$ cat src/rtl/clock_pkg.sv
// Shared constants and types for the 24-hour BCD clock controller.
package clock_pkg;

  typedef enum logic [1:0] {
    ST_RUN      = 2'b00,
    ST_SET_HOUR = 2'b01,
    ST_SET_MIN  = 2'b10,
    ST_INVALID  = 2'b11
  } state_e;

  localparam int unsigned HOUR_MAX_T = 2;
  localparam int unsigned HOUR_MAX_O = 3;
  localparam int unsigned MIN_MAX_T  = 5;
  localparam int unsigned MIN_MAX_O  = 9;
  localparam int unsigned SEC_MAX_T  = 5;
  localparam int unsigned SEC_MAX_O  = 9;

  localparam int unsigned HOUR_T_W = 2;
  localparam int unsigned MIN_T_W  = 3;
  localparam int unsigned SEC_T_W  = 3;
  localparam int unsigned ONES_W   = 4;

endpackage

$ cat src/rtl/bcd_mod_counter.sv
// Two-digit BCD counter that wraps to 00 after reaching (MAX_T, MAX_O).
module bcd_mod_counter #(
  parameter int unsigned TENS_W = 3,
  parameter int unsigned MAX_T  = 5,
  parameter int unsigned MAX_O  = 9
) (
  input  logic              clk_in,
  input  logic              rst,
  input  logic              i_inc,
  input  logic              i_clr,
  output logic [TENS_W-1:0] o_tens,
  output logic [3:0]        o_ones,
  output logic              o_wrap_c
);

  logic [TENS_W-1:0] r_tens;
  logic [3:0]        r_ones;
  logic              w_at_max;

  // The wrap is decided on the full digit pair, so 23 wraps but 13 does not.
  assign w_at_max = (r_tens == TENS_W'(MAX_T)) && (r_ones == 4'(MAX_O));
  assign o_wrap_c = i_inc & w_at_max;

  // Digit update: clear beats increment; ones roll 9 -> 0 into the tens.
  always_ff @(posedge clk_in) begin
    if (rst || i_clr) begin
      r_tens <= '0;
      r_ones <= '0;
    end else if (i_inc) begin
      if (w_at_max) begin
        r_tens <= '0;
        r_ones <= '0;
      end else if (r_ones == 4'd9) begin
        r_tens <= r_tens + TENS_W'(1);
        r_ones <= '0;
      end else begin
        r_ones <= r_ones + 4'd1;
      end
    end
  end

  assign o_tens = r_tens;
  assign o_ones = r_ones;

endmodule

$ cat src/rtl/time_set_ctrl.sv
// Mode FSM, button edge detection, blink and BCD time counters for the lab clock.
module time_set_ctrl
  import clock_pkg::*;
(
  input  logic       clk_in,
  input  logic       rst,
  input  logic       tick,
  input  logic       btn_mode,
  input  logic       btn_up,
  output logic [1:0] hour_t,
  output logic [3:0] hour_o,
  output logic [2:0] min_t,
  output logic [3:0] min_o,
  output logic [2:0] sec_t,
  output logic [3:0] sec_o,
  output logic [1:0] mode,
  output logic       blank_hour,
  output logic       blank_min
);

  state_e r_state;
  state_e w_state_nxt;
  logic   r_blink;
  logic   w_blink_nxt;
  logic   r_blank_hour;
  logic   r_blank_min;
  logic   r_btn_mode_q;
  logic   r_btn_up_q;

  logic   w_mode_press;
  logic   w_up_press;
  logic   w_run;
  logic   w_sec_inc;
  logic   w_sec_clr;
  logic   w_min_inc;
  logic   w_hour_inc;
  logic   w_sec_wrap;
  logic   w_min_wrap;
  logic   w_hour_wrap;

  // Previous-cycle button samples; reset loads the live level so a held button is not a press.
  always_ff @(posedge clk_in) begin
    r_btn_mode_q <= btn_mode;
    r_btn_up_q   <= btn_up;
  end

  assign w_mode_press = btn_mode & ~r_btn_mode_q;
  assign w_up_press   = btn_up & ~r_btn_up_q & ~w_mode_press;
  assign w_run        = (r_state == ST_RUN);

  // Counter controls: carries only ripple in RUN; SET increments never carry.
  assign w_sec_inc  = w_run & tick;
  assign w_sec_clr  = (r_state == ST_SET_MIN) & w_mode_press;
  assign w_min_inc  = (w_run & w_sec_wrap) | ((r_state == ST_SET_MIN) & w_up_press);
  assign w_hour_inc = (w_run & w_min_wrap) | ((r_state == ST_SET_HOUR) & w_up_press);

  // Next mode and blink; any mode change restarts blink from visible.
  always_comb begin
    w_state_nxt = r_state;
    w_blink_nxt = r_blink;
    if (r_state == ST_INVALID) begin
      w_state_nxt = ST_RUN;
      w_blink_nxt = 1'b0;
    end else if (w_mode_press) begin
      case (r_state)
        ST_RUN:      w_state_nxt = ST_SET_HOUR;
        ST_SET_HOUR: w_state_nxt = ST_SET_MIN;
        default:     w_state_nxt = ST_RUN;
      endcase
      w_blink_nxt = 1'b0;
    end else if (w_run) begin
      w_blink_nxt = 1'b0;
    end else if (tick) begin
      w_blink_nxt = ~r_blink;
    end
  end

  // Mode state register with registered blank flags.
  always_ff @(posedge clk_in) begin
    if (rst) begin
      r_state      <= ST_RUN;
      r_blink      <= 1'b0;
      r_blank_hour <= 1'b0;
      r_blank_min  <= 1'b0;
    end else begin
      r_state      <= w_state_nxt;
      r_blink      <= w_blink_nxt;
      r_blank_hour <= (w_state_nxt == ST_SET_HOUR) & w_blink_nxt;
      r_blank_min  <= (w_state_nxt == ST_SET_MIN) & w_blink_nxt;
    end
  end

  bcd_mod_counter #(
    .TENS_W (SEC_T_W),
    .MAX_T  (SEC_MAX_T),
    .MAX_O  (SEC_MAX_O)
  ) u_sec (
    .clk_in   (clk_in),
    .rst      (rst),
    .i_inc    (w_sec_inc),
    .i_clr    (w_sec_clr),
    .o_tens   (sec_t),
    .o_ones   (sec_o),
    .o_wrap_c (w_sec_wrap)
  );

  bcd_mod_counter #(
    .TENS_W (MIN_T_W),
    .MAX_T  (MIN_MAX_T),
    .MAX_O  (MIN_MAX_O)
  ) u_min (
    .clk_in   (clk_in),
    .rst      (rst),
    .i_inc    (w_min_inc),
    .i_clr    (1'b0),
    .o_tens   (min_t),
    .o_ones   (min_o),
    .o_wrap_c (w_min_wrap)
  );

  bcd_mod_counter #(
    .TENS_W (HOUR_T_W),
    .MAX_T  (HOUR_MAX_T),
    .MAX_O  (HOUR_MAX_O)
  ) u_hour (
    .clk_in   (clk_in),
    .rst      (rst),
    .i_inc    (w_hour_inc),
    .i_clr    (1'b0),
    .o_tens   (hour_t),
    .o_ones   (hour_o),
    .o_wrap_c (w_hour_wrap)
  );

  // Hour wrap has no consumer; the clock simply rolls over at midnight.
  logic w_unused;
  assign w_unused = w_hour_wrap;

  assign mode       = r_state;
  assign blank_hour = r_blank_hour;
  assign blank_min  = r_blank_min;

endmodule
$ cat config.mk
export PLATFORM = sky130hd
export DESIGN_NAME = time_set_ctrl
export DESIGN_NICKNAME = d
export VERILOG_FILES = /design/src/rtl/clock_pkg.sv /design/src/rtl/bcd_mod_counter.sv /design/src/rtl/time_set_ctrl.sv
export SDC_FILE = /design/constraint.sdc
export NUM_CORES = 1
export LEC_CHECK = 0
export ABC_AREA = 1
export CAP_MARGIN = 20
export CORE_UTILIZATION = 30
export CTS_CLUSTER_SIZE = 12
export DETAILED_ROUTE_END_ITERATION = 6
export PLACE_DENSITY = 0.56
export SLEW_MARGIN = 30
export SYNTH_ARGS = -nofsm -noshare
export SYNTH_HDL_FRONTEND = slang
export SYNTH_HIERARCHICAL = 1
export SYNTH_SLANG_ARGS = --single-unit
export TNS_END_PERCENT = 1
$ cat constraint.sdc
create_clock -name clk_in -period 7.85 [get_ports clk_in]
set_clock_uncertainty 0.05 [all_clocks]
set_input_delay 1.9625 -clock clk_in [delete_from_list [all_inputs] [get_ports clk_in]]
set_output_delay 1.9625 -clock clk_in [all_outputs]
set_load 0.005 [all_outputs]
* After elaboration in Yosys (flattened, before gate mapping)
Cells that the tools add are included.
** Storage, ports and cells
- Register bits after elaboration :: 27
- Word-level logic and storage cells :: 79
** Cells by class
- Add/subtract/negate cells :: 6
- Equal/unequal tests :: 12
- Muxes and demuxes :: 19
- Bitwise logic cells :: 19
- Reduce and logical (&&, ||, !) cells :: 11
** Operator list (count)
- 4-bit 2-to-1 mux :: 6
- 1-bit bitwise AND :: 13
- 4-bit by 1-bit adder with 4-bit output (second input constant) :: 3
- 4-bit equality test (second input constant) :: 3
- 3-bit 2-to-1 mux :: 4
- 2-bit equality test (second input constant) :: 4
- 2-bit 2-to-1 mux :: 4
- 3-bit by 1-bit adder with 3-bit output (second input constant) :: 2
- 3-bit equality test (second input constant) :: 2
- 2-bit AND reduction :: 3
- 2-bit nonzero test :: 3
- 2-bit by 1-bit equality test with 1-bit output (second input constant) :: 2
- 4-bit by 2-bit equality test with 1-bit output (second input constant) :: 1
- 1-bit 2-to-1 mux :: 4
- 1-bit NOT :: 4
- 2-bit one-hot mux with 2 select lines :: 1
- 1-bit logical AND :: 3
- 2-bit by 1-bit adder with 2-bit output (second input constant) :: 1
- 2-bit logical NOT :: 1
- 1-bit OR :: 2
- 1-bit logical OR :: 1

* Depth between registers and ports, before layout
- Depth in word-level cells :: 10
- Depth in mapped cells :: 17

* Cells and area by module
Netlist, hierarchy kept.
** By module, submodules not included
- bcd_mod_counter at u_min ... :: instances 2, cells an instance 54, area an instance 394.1 um2, sequential area each 140.1 um2
- bcd_mod_counter at u_hour :: instances 1, cells an instance 46, area an instance 330.3 um2, sequential area each 120.1 um2
- time_set_ctrl :: instances 1, cells an instance 41, area an instance 301.5 um2, sequential area each 140.1 um2

* Worst setup path before layout
Ideal clock, no wire load.
- Path kind :: input to register
- Start :: input tick
- End :: register u_hour.r_ones[0] (netlist: u_hour/o_ones[0])
- Setup time :: 0.070 ns
- Arrival :: 4.083 ns
- Path slack :: 3.647 ns
- Stages on the path :: 13
- Cell sequence :: nor3b_1 > nand2_2 > nor2_1 > nand2_1 > o21ai_0 > nand2_2 > nor2_1 > nand2_1 > o21ai_1 > clkbuf_2 > inv_1 > or2_1 > a21oi_1
** On the way
- Word-level cells in the longest chain between the ends :: 7
** RTL lines
- start, declared :: line time_set_ctrl.sv:7 : input logic tick,
- 1-bit bitwise AND :: line time_set_ctrl.sv:52 : assign w_sec_inc = w_run & tick;
- 1-bit bitwise AND :: line bcd_mod_counter.sv:22 : assign o_wrap_c = i_inc & w_at_max;
- named net w_sec_wrap :: line time_set_ctrl.sv:37 : logic w_sec_wrap;
- 1-bit bitwise AND :: line time_set_ctrl.sv:54 : assign w_min_inc = (w_run & w_sec_wrap) | ((r_state == ST_SET_MIN) & w_up_press);
- 1-bit OR :: line time_set_ctrl.sv:54
- named net w_min_inc :: line time_set_ctrl.sv:35 : logic w_min_inc;
- 1-bit bitwise AND :: line bcd_mod_counter.sv:22
- named net w_min_wrap :: line time_set_ctrl.sv:38 : logic w_min_wrap;
- 1-bit bitwise AND :: line time_set_ctrl.sv:55 : assign w_hour_inc = (w_run & w_min_wrap) | ((r_state == ST_SET_HOUR) & w_up_press);
- 1-bit OR :: line time_set_ctrl.sv:55
- named net w_hour_inc :: line time_set_ctrl.sv:36 : logic w_hour_inc;
- end signal, assigned :: line bcd_mod_counter.sv:37 : r_ones <= r_ones + 4'd1;
- end, declared :: line bcd_mod_counter.sv:17 : logic [3:0] r_ones;
The timed path passes the listed nets, and every way through them passes these cells.
A chain may end at the register's enable or synchronous reset.

* Worst setup path after layout
- Start :: input tick
- End :: register u_hour.r_ones[3] (netlist: u_hour/o_ones[3])
** On the way
- Word-level cells in the longest chain between the ends :: 7
** RTL lines
- 1-bit bitwise AND :: line time_set_ctrl.sv:52
- named net w_sec_inc :: line time_set_ctrl.sv:33 : logic w_sec_inc;
- 1-bit bitwise AND :: line bcd_mod_counter.sv:22
- named net w_sec_wrap :: line time_set_ctrl.sv:37
- 1-bit bitwise AND :: line time_set_ctrl.sv:54
- 1-bit OR :: line time_set_ctrl.sv:54
- named net w_min_inc :: line time_set_ctrl.sv:35
- 1-bit bitwise AND :: line bcd_mod_counter.sv:22
- named net w_min_wrap :: line time_set_ctrl.sv:38
- 1-bit bitwise AND :: line time_set_ctrl.sv:55
- 1-bit OR :: line time_set_ctrl.sv:55
- named net w_hour_inc :: line time_set_ctrl.sv:36
The timed path passes the listed nets, and every way through them passes these cells.

==> impl_table.tex <==
\begin{tabular}{lr}
\hline
Metric & Value \\
\hline
\multicolumn{2}{l}{\textbf{Global routing}} \\
Largest net degree at the start of global routing & 15 \\
Grt ovf & 0 \\
Number of global-route vias before repair & 1,101 \\
Global-route wire length before repair & 4900 um \\
Met1 Resource Use GR & 15.9\% \\
Number of antenna violations at the first check in global routing & 0 \\
Grt met3 use & 3.70\% \\
GR Layer Usage met2 & 19.9\% \\
GRT Overall Usage & 12.1\% \\
GRT Max-Usage Layer & met2 \\
\multicolumn{2}{l}{\textbf{Finish}} \\
Diodes inserted & 0 \\
Final non-filler cell total & 278 \\
Area growth, synth to finish & 27.5\% \\
NumNets Final & 242 \\
FILL cells & 484 \\
Share of layout cells above drive strength 1 & 11.5\% \\
Sequential cell area & 541 um2 \\
Finished layout cell area & 1810 um2 \\
Multi-input gate area & 800 um2 \\
\multicolumn{2}{l}{\textbf{Placement}} \\
Total half-perimeter wirelength after legalization and detailed placement & 2140 um \\
Placed cell count & 274 \\
Placed cell areas & 1760 um2 \\
Number of buffer cells added on primary ports & 28 \\
Final estimated routing congestion in global placement & 0.766 \\
\multicolumn{2}{l}{\textbf{Timing}} \\
Number of failing setup endpoints in the final timing report & 0 \\
Final worst path period need & 4.82 ns \\
Hold Vio Cnt, Final & 0 \\
Actual slew at the worst max-slew pin & 0.832 ns \\
Highest attainable clock frequency & 207 MHz \\
Max-slew headroom & 44.0\% \\
Setup TNS & 0 ns \\
Final period util & 61.4\% \\
Setup repair after global routing missed its margin & no \\
Fin. max-slew vios & 0 \\
\multicolumn{2}{l}{\textbf{Clock tree}} \\
Buffer cell driving the clock tree root & sky130\_fd\_sc\_hd\_\_clkbuf\_8 \\
Clock tree from TritonCTS & built \\
Max Root-Sink Buffers & 2 \\
Post-CTS setup buffers & 0 \\
Sink Count & 27 \\
H-tree depth reported by CTS & 1 \\
\# resized after CTS & 0 \\
Number of buffers created by CTS & 3 \\
Clk pin slew, worst setup/hold paths & 0.09 ns \\
Worst-Skew Late Latency & 0.27 ns \\
Number of hold buffers added after cts & 0 \\
\multicolumn{2}{l}{\textbf{Synth}} \\
Total standard cell area after synthesis & 1420 um2 \\
Synthesized instance count & 194 \\
Warning count from the yosys run & 6 \\
Synthesized area divided by synthesized cell count & 7.30 um2 \\
\multicolumn{2}{l}{\textbf{Setup path}} \\
Worst reg2reg setup slack & 4.79 ns \\
Worst EP arrival & 4.98 ns \\
CP cell instances & clkdlybuf4s50\_1 -> nor3b\_1 -> nand2\_2 -> nor2\_1 -> nand2\_1 -> o21ai\_0 -> nand2\_2 -> nor2\_1 -> nand2\_1 -> o21ai\_1 -> nand4\_1 -> xor2\_1 -> nor2\_1 \\
Crit. End Element & register \\
Launching element type of the critical path & input port \\
Endpoint required time on the critical path & 8.01 ns \\
Biggest fanout along the worst timing path & 8 \\
Most frequent cell on the critical path & sky130\_fd\_sc\_hd\_\_nor2\_1 \\
Slowest library cell on the worst path & sky130\_fd\_sc\_hd\_\_nor3b\_1 \\
Peak per-stage delay on the critical path & 0.64 ns \\
Start-to-end type of the worst setup path & in2reg \\
\multicolumn{2}{l}{\textbf{Die}} \\
DIE WIDTH & 70.7 um \\
Standard cell core area & 4440 um2 \\
Die Y-Extent & 70.7 um \\
Initial Utilization & 31.9\% \\
Placement row count & 24 \\
Die footprint & 5000 um2 \\
Number of top-level design ports & 29 \\
\multicolumn{2}{l}{\textbf{Worst hold path}} \\
Min-delay worst type & reg2reg \\
\multicolumn{2}{l}{\textbf{Routing}} \\
Vias after detailed routing & 1,259 \\
First-pass DRT Iterations & 6 \\
Total wirelength of the detailed-routed design & 2760 um \\
DRC viols & 6 \\
Routed len/inst & 9.94 um \\
Via/cell ratio & 4.53 \\
Initial drt markers & 78 \\
Antenna Nets Post-Route & 0 \\
\multicolumn{2}{l}{\textbf{Power}} \\
Power per Cell Area & 136 nW/um2 \\
Lkg Pwr & 0.696 nW \\
Highest ir drop seen on vdd & 0.0000973 V \\
\multicolumn{2}{l}{\textbf{Status}} \\
Run status & complete, but fails checks \\
Violated checks & design-rule violations \\
\multicolumn{2}{l}{\textbf{Run}} \\
MaxCap Viol Count & 0 \\
\hline
\end{tabular}
final timing paths:
check	cells after the start	end	start
max	13	u_hour/o_ones[3]	tick
min reg2reg	2	u_min/o_ones[1]	u_min/o_ones[1]
max reg2reg	12	u_hour/o_ones[3]	mode[1]
min	2	u_min/o_ones[1]	u_min/o_ones[1]
worst max-delay path: cells and delay by family:
| family | cells | cell delay, ns |
|---|---|---|
| simple gates | 9 | 1.72 |
| xor+xnor | 1 | 0.18 |
| buf+inv | 1 | 0.49 |
| compound gates | 2 | 0.63 |
power breakdown:
group / internal [W] / switching, W / leakage (nW)
clock network: 0.0000364 / 0.0000440 / 0.0228
registers: 0.000140 / 0.00000325 / 0.219
logic: 0.0000101 / 0.0000124 / 0.454
flip-flops by register name, summed over array words and instances (netlist names):
signal         flops
u_sec/o_ones       4
u_hour/o_tens      2
blank_min          1
r_btn_up_q         1
blank_hour         1
u_hour/o_ones      4
u_min/o_ones       4
r_blink            1
u_min/o_tens       3
u_sec/o_tens       3
r_btn_mode_q       1
mode               2
layout by cell type (no fill, tap or decap), types with 2 or more instances in the layout:
cell type                         count
sky130_fd_sc_hd__nand2_1             40
sky130_fd_sc_hd__nor2_1              36
sky130_fd_sc_hd__clkdlybuf4s50_1     28
sky130_fd_sc_hd__dfxtp_1             27
sky130_fd_sc_hd__inv_1               20
sky130_fd_sc_hd__nor2_2              10
sky130_fd_sc_hd__ha_1                10
sky130_fd_sc_hd__nand2_2              8
sky130_fd_sc_hd__a21oi_1              7
sky130_fd_sc_hd__nand3_1              6
sky130_fd_sc_hd__o21ai_0              4
sky130_fd_sc_hd__o21ai_1              4
sky130_fd_sc_hd__xor2_1               4
sky130_fd_sc_hd__clkbuf_8             3
sky130_fd_sc_hd__nand4_1              3
sky130_fd_sc_hd__nand3b_1             2
sky130_fd_sc_hd__nand3_2              2
sky130_fd_sc_hd__conb_1               2
sky130_fd_sc_hd__xnor2_1              2
sky130_fd_sc_hd__a21boi_1             2
sky130_fd_sc_hd__o21ai_2              2
final cells by class:
type | instances | share of cell area, %
multi-input combinational | 147 | 44.3
timing repair buffer | 28 | 15.5
inverter | 20 | 4.16
tap | 52 | 3.60
sequential | 27 | 29.9
clock buffer | 4 | 2.49
metrics by stage:
| stage | hold WS (ns) | setup WS [ns] | util, % | total power, W |
|---|---|---|---|---|
| finish | 0.482 | 3.03 | 40.6 | 0.000246 |
| global route | 0.508 | 2.66 | 40.6 | 0.000259 |
| CTS | 0.478 | 3.03 | 40.6 | 0.000250 |
| detailed placement | 0.465 | 2.75 | 39.6 | 0.000169 |
| global placement | 0.468 | 2.83 | 39.6 | 0.000169 |
| floorplan | 0.451 | 3.66 | - | 0.000159 |
layer usage:
metal / part of all wire (%) / wire (um)
met2: 46 / 1270
met5: 0 / 0
met3: 4.4 / 122
met4: 0.47 / 13
met1: 49 / 1360
No activity file was read; power rests on OpenSTA's default activity.
